`src/rtl/tl_repeat_sequencer_pkg.sv`:
```
// Shared types and constants for the TileLink repeat sequencer.
package tl_repeat_sequencer_pkg;

  typedef enum logic {
    IDLE  = 1'b0,
    ISSUE = 1'b1
  } state_e;

  localparam logic       ERR_SIZE     = 1'b0;
  localparam logic       ERR_ALIGN    = 1'b1;
  localparam logic [3:0] SIZE_ILLEGAL = 4'hf;

  // Number of fragments needed to cover a 2^size burst with 2^frag_lg pieces.
  function automatic logic [15:0] frag_count(input logic [3:0] size, input int unsigned frag_lg);
    if (32'(size) > frag_lg) begin
      return 16'd1 << (32'(size) - frag_lg);
    end
    return 16'd1;
  endfunction

endpackage

```
`src/rtl/tl_repeat_sequencer.sv`:
```
// Splits one burst request into 2^FRAG_LG-byte fragments and drives the
// downstream repeater's hold control until the final fragment.
module tl_repeat_sequencer
  import tl_repeat_sequencer_pkg::*;
#(
  parameter int unsigned ADDR_W  = 32,
  parameter int unsigned FRAG_LG = 3,
  parameter int unsigned SRC_W   = 4
) (
  input  logic              clock,
  input  logic              reset,
  input  logic              in_valid,
  output logic              in_ready,
  input  logic [3:0]        in_size,
  input  logic [ADDR_W-1:0] in_addr,
  input  logic [SRC_W-1:0]  in_source,
  output logic              out_valid,
  input  logic              out_ready,
  output logic [ADDR_W-1:0] out_addr,
  output logic [3:0]        out_size,
  output logic [SRC_W-1:0]  out_source,
  output logic              out_last,
  // "repeat" is a reserved word, so the repeater hold carries a suffix
  output logic              repeat_o,
  output logic              err_valid,
  output logic              err_code
);

  localparam int unsigned IDX_W = 15 - FRAG_LG;

  state_e             state_q, state_d;
  logic [ADDR_W-1:0]  base_q, base_d;
  logic [3:0]         size_q, size_d;
  logic [SRC_W-1:0]   src_q, src_d;
  logic [IDX_W-1:0]   idx_q, idx_d;
  logic               err_valid_q, err_valid_d;
  logic               err_code_q, err_code_d;

  logic               req_illegal;
  logic               req_misaligned;
  logic [ADDR_W-1:0]  align_mask;
  logic [IDX_W-1:0]   last_idx;
  logic               frag_last;

  assign req_illegal    = (in_size == SIZE_ILLEGAL);
  assign align_mask     = ~({ADDR_W{1'b1}} << in_size);
  assign req_misaligned = |(in_addr & align_mask);
  assign last_idx       = IDX_W'(frag_count(size_q, FRAG_LG) - 16'd1);
  assign frag_last      = (idx_q == last_idx);

  always_ff @(posedge clock) begin
    if (reset) begin
      state_q     <= IDLE;
      base_q      <= '0;
      size_q      <= '0;
      src_q       <= '0;
      idx_q       <= '0;
      err_valid_q <= 1'b0;
      err_code_q  <= ERR_SIZE;
    end else begin
      state_q     <= state_d;
      base_q      <= base_d;
      size_q      <= size_d;
      src_q       <= src_d;
      idx_q       <= idx_d;
      err_valid_q <= err_valid_d;
      err_code_q  <= err_code_d;
    end
  end

  always_comb begin
    state_d     = state_q;
    base_d      = base_q;
    size_d      = size_q;
    src_d       = src_q;
    idx_d       = idx_q;
    err_valid_d = 1'b0;
    err_code_d  = err_code_q;
    unique case (state_q)
      IDLE: begin
        if (in_valid) begin
          if (req_illegal) begin
            err_valid_d = 1'b1;
            err_code_d  = ERR_SIZE;
          end else if (req_misaligned) begin
            err_valid_d = 1'b1;
            err_code_d  = ERR_ALIGN;
          end else begin
            base_d  = in_addr;
            size_d  = in_size;
            src_d   = in_source;
            idx_d   = '0;
            state_d = ISSUE;
          end
        end
      end
      ISSUE: begin
        if (out_ready) begin
          if (frag_last) begin
            state_d = IDLE;
          end else begin
            idx_d = idx_q + IDX_W'(1);
          end
        end
      end
      default: state_d = IDLE;
    endcase
  end

  // Everything downstream is decoded from registered state only.
  always_comb begin
    in_ready   = (state_q == IDLE);
    out_valid  = (state_q == ISSUE);
    out_last   = out_valid & frag_last;
    repeat_o   = out_valid & ~frag_last;
    out_addr   = base_q + (ADDR_W'(idx_q) << FRAG_LG);
    out_size   = (32'(size_q) > FRAG_LG) ? 4'(FRAG_LG) : size_q;
    out_source = src_q;
    err_valid  = err_valid_q;
    err_code   = err_code_q;
  end

endmodule

```
`config.mk`:
```
export PLATFORM = sky130hd
export DESIGN_NAME = tl_repeat_sequencer
export DESIGN_NICKNAME = d
export VERILOG_FILES = /design/src/rtl/tl_repeat_sequencer_pkg.sv /design/src/rtl/tl_repeat_sequencer.sv
export SDC_FILE = /design/constraint.sdc
export NUM_CORES = 1
export LEC_CHECK = 0
export BUFFER_PORTS_ARGS = -buffer_cell sky130_fd_sc_hd__buf_2
export CAP_MARGIN = 20
export CORE_MARGIN = 2
export CORE_UTILIZATION = 35
export DETAILED_ROUTE_END_ITERATION = 10
export GPL_ROUTABILITY_DRIVEN = 0
export GPL_TIMING_DRIVEN = 0
export HOLD_SLACK_MARGIN = 0.12
export PLACE_DENSITY = 0.58
export SLEW_MARGIN = 40
export SYNTH_ARGS = -nofsm -noshare
export SYNTH_HDL_FRONTEND = slang
export SYNTH_SLANG_ARGS = --single-unit
```
`constraint.sdc`:
```
create_clock -name clock -period 9.63 [get_ports clock]
set_input_delay 2.889 -clock clock [delete_from_list [all_inputs] [get_ports clock]]
set_output_delay 2.889 -clock clock [all_outputs]
set_load 0.03 [all_outputs]
```
==> results.py, run 1 <==
metrics = {
    "synth": {
        "syn_area_sq_um": 3950,
        "synth_edf_count": 0,
        "ys_warn_count": 0,
        "yosysTopAreaCell": "dfxtp_1",
        "synth_cell_types": 66,
        "synthDominantCellAreaShare_pct": 27.8,
        "synth_seq_area_share_pct": 27.8,
        "async_flop_share_pct": 0,
        "ys.flop_type": "dfxtp_1",
        "postSynthAreaPerCell_sq_um": 8.31,
        "syn-instance-count": 476,
        "synthTopCellsByArea": "dfxtp_1, mux2i_1, xnor2_1",
        "ys_ff_latch": 55,
    },
    "clock_tree": {
        "clockBufferDepth": 2,
        "cts-root-buf": "clkbuf_16",
        "postCtsHoldBufs": 0,
        "h-tree-depth": 2,
        "clk_transition_reported_paths_ns": 0.06,
        "cts_resized": 0,
        "clock_latency_ns": 0.30,
        "cts.sinks": 55,
        "cts_made_buffers": 5,
        "cts_setup_buffers": 0,
        "tritoncts": "done",
    },
    "critical_path": {
        "worstSetupPathType": "register to output port",
        "setup.worst_path.end_class": "output port",
        "r2r-start": "size_q[0]",
        "r2r_setup_slack_ns": 6.73,
        "cp-start-kind": "register",
        "cp_data_required_time_ns": 6.74,
        "arrival_ns": 3.18,
        "crit_fanout": 9,
        "startpoint": "idx_q[0]",
    },
    "grt": {
        "grt-ovfl-total": 0,
        "antenna_found_initial": 0,
        "grt_pass1_vias": 3467,
        "grt_max_degree": 16,
        "grt_pass1_wl_um": 17100,
        "grt.total_usage_pct": 18.0,
    },
    "sta": {
        "drv_slew": 0,
        "skew_ns": 0.00641,
        "setup_viol": 0,
        "worstMarginPinSlew_ns": 0.704,
        "fmax_mhz": 165,
        "fin_crit_sh_pct": 63.0,
        "min_period_ns": 6.07,
        "finalHoldViolations": 0,
        "rsz0062_at_grt": "no",
        "fin_setup_tns_ns": 0,
        "maxSlewHeadroom_pct": 53.0,
    },
    "detailed_routing": {
        "via_per_inst": 5.21,
        "antenna_left": 0,
        "drtPass1Iterations": 5,
        "drc": 0,
        "wl_um": 10400,
        "post_drt_wl_per_cell_um": 14.7,
        "drt_iter0_drc": 221,
        "vias": 3691,
    },
    "floorplan": {
        "start_util_pct": 36.2,
        "die_w_um": 110,
        "die_area_sq_um": 12200,
        "num_io_pins": 90,
        "fp.dieH_um": 110,
        "rows": 38,
        "coreArea_sq_um": 10900,
    },
    "place": {
        "place_hpwl_um": 8120,
        "port_buffers": 84,
        "dp.cells": 701,
        "dpl_cell_area_sq_um": 4560,
    },
    "final_layout": {
        "fin_nets": 628,
        "drive_above_1_share_pct": 22.5,
        "final_common_cell": "buf_2",
        "post_layout_nonfiller_instances": 709,
        "finish.utilization_pct": 43.0,
        "antenna_cells": 0,
        "area_growth_pct": 19.0,
        "final_cell_mix": "buf_2, nor2_1, dfxtp_1",
        "final_area_sq_um": 4700,
    },
    "hold_path": {
        "hold_class": "register to register",
        "worstHoldStart": "err_code",
    },
    "run": {
        "drv_cap": 0,
    },
    "power": {
        "vdd_ir_drop_max_uv": 83.8,
        "p_per_area_nw_per_um2": 96.5,
        "p_leak_nw": 2.30,
    },
    "outcome": {
        "status": "finished, final reports clean",
    },
}
report_power, final:
group          leakage [nW]  internal [mW]  switching, mW
combinational          1.79         0.0181         0.0281
clock                0.0679         0.0964         0.0803
sequential            0.444          0.230        0.00163
total                  2.30          0.344          0.110
sequential cells by signal, indices dropped and copies added (netlist names):
name,count
base_q,32
size_q,4
err_code,1
out_valid,1
err_valid,1
idx_q,12
out_source,4
worst paths after layout:
path | cells after the start | to
worst max-delay path | 12 | out_addr[29]
worst min register to register | 2 | err_code
worst max register to register | 14 | idx_q[4]
worst min-delay path | 2 | err_code
per-layer routing:
| layer | GRT usage (%) | wire, um |
|---|---|---|
| met5 | 0 | 0 |
| met4 | 6.52 | 203 |
| met3 | 3.76 | 620 |
| met2 | 28.6 | 4810 |
| met1 | 24.0 | 4780 |
per-stage QoR:
stage	total power [mW]	setup slack, ns	hold WS (ns)
after detailed placement	0.283	3.74	0.453
after global routing	0.472	3.24	0.501
after global placement	0.282	3.67	0.443
final	0.454	3.56	0.456
after CTS	0.460	3.39	0.461
after floorplan	0.264	3.71	0.465
critical path, cell delays in order (launching register included):
cell,delay (ns)
dfxtp_1,0.48
ha_1,0.24
inv_1,0.06
fa_1,0.39
nor2b_1,0.14
o21a_1,0.15
o21a_1,0.15
o211ai_1,0.11
a21oi_1,0.29
o31ai_4,0.19
nor3_1,0.26
xor2_1,0.21
buf_2,0.23
synth_stat cells, drive strengths merged, types with 8 or more instances:
library cell,number
a21oi,30
clkbuf,8
mux2i,48
nor2b,9
ha,15
nand2,33
inv,12
nor3,11
xnor2,29
dfxtp,55
xor2,13
o21ai,9
nor2,56
nand3,21
buf,25
nand2b,15
layout make-up:
class | count | area, sq um
buffer | 33 | 185
clock buffer | 7 | 133
clock inverter | 1 | 5.00
fill | 1118 | 6230
inverter | 12 | 45.0
multi-input combinational | 377 | 2640
sequential | 55 | 1100
tap | 140 | 175
timing repair buffer | 84 | 420
cell families after synthesis:
group / count (synthesis) / share of synthesized area, %
AO/OA/AOI/OAI: 86 / 15.9
adder cells (fa/ha/maj): 16 / 5.25
flip-flops: 55 / 27.8
XOR/XNOR: 42 / 9.30
multiplexers: 48 / 12.2
other: 1 / 0.0948
AND/OR/NAND/NOR: 183 / 23.7
buffers and inverters: 45 / 5.82
No activity file was read; power rests on OpenSTA's default activity.
==> run 2: changes to the inputs <==
- PLACE_DENSITY: 0.58 -> 0.6
- clock period: 9.63 -> 5.5 ns (I/O delays scaled with it)
==> run 2 against run 1 <==
Via count is 0.33% lower. Setup slack got worse by 2.9 ns. Utilization increased by 0.091 points. Combinational power up 75%. Final cell count unchanged. Largest cell class unchanged. Largest power group unchanged.
==> results.py, run 2 (synthesis gave the netlist of run 1 again) <==
metrics = {
    "floorplan": {
        "die_area_sq_um": 12200,
        "start_util_pct": 36.2,
        "die_w_um": 110,
        "coreArea_sq_um": 10900,
        "num_io_pins": 90,
        "fp.dieH_um": 110,
        "rows": 38,
    },
    "run": {
        "drv_cap": 0,
    },
    "detailed_routing": {
        "via_per_inst": 5.19,
        "wl_um": 10500,
        "drc": 0,
        "antenna_left": 0,
        "drt_iter0_drc": 160,
        "post_drt_wl_per_cell_um": 14.8,
        "drtPass1Iterations": 4,
        "vias": 3679,
    },
    "clock_tree": {
        "clk_transition_reported_paths_ns": 0.07,
        "cts_resized": 0,
        "postCtsHoldBufs": 0,
        "tritoncts": "done",
        "clockBufferDepth": 2,
        "cts-root-buf": "clkbuf_16",
        "cts.sinks": 55,
        "cts_setup_buffers": 0,
        "cts_made_buffers": 5,
        "h-tree-depth": 2,
        "clock_latency_ns": 0.29,
    },
    "place": {
        "dp_worst_setup_slack_ns": 0.951,
        "dpl_cell_area_sq_um": 4560,
        "port_buffers": 84,
        "place_hpwl_um": 8200,
    },
    "sta": {
        "fin_setup_tns_ns": 0,
        "fin_crit_sh_pct": 88.1,
        "fmax_mhz": 206,
        "skew_ns": 0.00140,
        "min_period_ns": 4.84,
        "setup_viol": 0,
        "finalHoldViolations": 0,
        "drv_slew": 0,
        "rsz0062_at_grt": "no",
        "maxSlewHeadroom_pct": 49.7,
        "setup_slack_ns": 0.655,
        "worstMarginPinSlew_ns": 0.755,
    },
    "final_layout": {
        "fin_nets": 628,
        "max_flop_register": "base_q",
        "largest_register_ffs": 32,
        "top_regs": "base_q: 32 flops, idx_q: 12 flops",
        "drive_above_1_share_pct": 22.7,
        "antenna_cells": 0,
        "final_common_cell": "buf_2",
        "final_area_sq_um": 4710,
        "final_cell_mix": "buf_2, nor2_1, dfxtp_1",
        "area_growth_pct": 19.2,
    },
    "critical_path": {
        "crit_fanout": 9,
        "arrival_ns": 3.19,
        "cp-start-kind": "register",
        "worstSetupPathType": "register to output port",
        "setup.worst_path.end_class": "output port",
        "cp_data_required_time_ns": 3.85,
    },
    "power": {
        "total_power_mw": 0.824,
        "p_leak_nw": 2.31,
        "p_per_area_nw_per_um2": 175,
        "vdd_ir_drop_max_uv": 106,
    },
    "hold_path": {
        "hold_class": "register to register",
    },
    "grt": {
        "grt.total_usage_pct": 17.6,
        "grt-ovfl-total": 0,
        "grt_pass1_wl_um": 16800,
        "grt_pass1_vias": 3493,
        "antenna_found_initial": 0,
        "grt_max_degree": 16,
    },
    "outcome": {
        "status": "finished, final reports clean",
    },
}
run 2: critical path, stage by stage (launching register included):
cell and delay [ns]:
dfxtp_1 0.39, ha_1 0.24, inv_1 0.07, fa_1 0.19
nor2b_1 0.06, o21a_1 0.18, o21a_1 0.20, o211ai_1 0.21
a21oi_1 0.13, o31ai_2 0.66, nand2b_1 0.21, xnor2_1 0.13
buf_2 0.22
run 2: final cells by class:
class / count / area [sq um]
tap: 140 / 175
fill: 1109 / 6220
inverter: 12 / 45.0
sequential: 55 / 1100
multi-input combinational: 377 / 2630
timing repair buffer: 84 / 420
buffer: 33 / 185
clock buffer: 8 / 156
run 2: through the flow:
step / hold slack, ns / instances / util [%]
6_report: 0.454 / 709 / 43.1
5_1_grt: 0.478 / 709 / 43.1
4_1_cts: 0.460 / 709 / 43.1
3_5_place_dp: 0.451 / 701 / 41.7
3_3_place_gp: 0.441 / 701 / 41.6
2_1_floorplan: 0.465 / 477 / -
run 2: report_power, final:
group	switching (mW)	total, mW	internal (mW)	leakage (nW)
clock network	0.144	0.338	0.194	0.0772
registers	0.00280	0.405	0.402	0.444
logic	0.0493	0.0810	0.0316	1.79
run 2: final timing paths:
| check | startpoint | end | slack [ns] | cells after the start |
|---|---|---|---|---|
| setup / recovery | idx_q[0] | out_addr[21] | 0.66 | 12 |
| hold / removal | err_code | err_code | 0.45 | 2 |
| setup reg to reg | size_q[0] | idx_q[4] | 2.48 | 14 |
| hold reg to reg | err_code | err_code | 0.45 | 2 |
run 2: layer usage:
layer | wire length, um | vias to the layer above | track usage (%)
li1 | - | 1853 | -
met1 | 4730 | 1721 | 22.7
met2 | 5080 | 91 | 29.8
met3 | 445 | 14 | 3.00
met4 | 212 | 0 | 5.89
met5 | 0 | - | 0
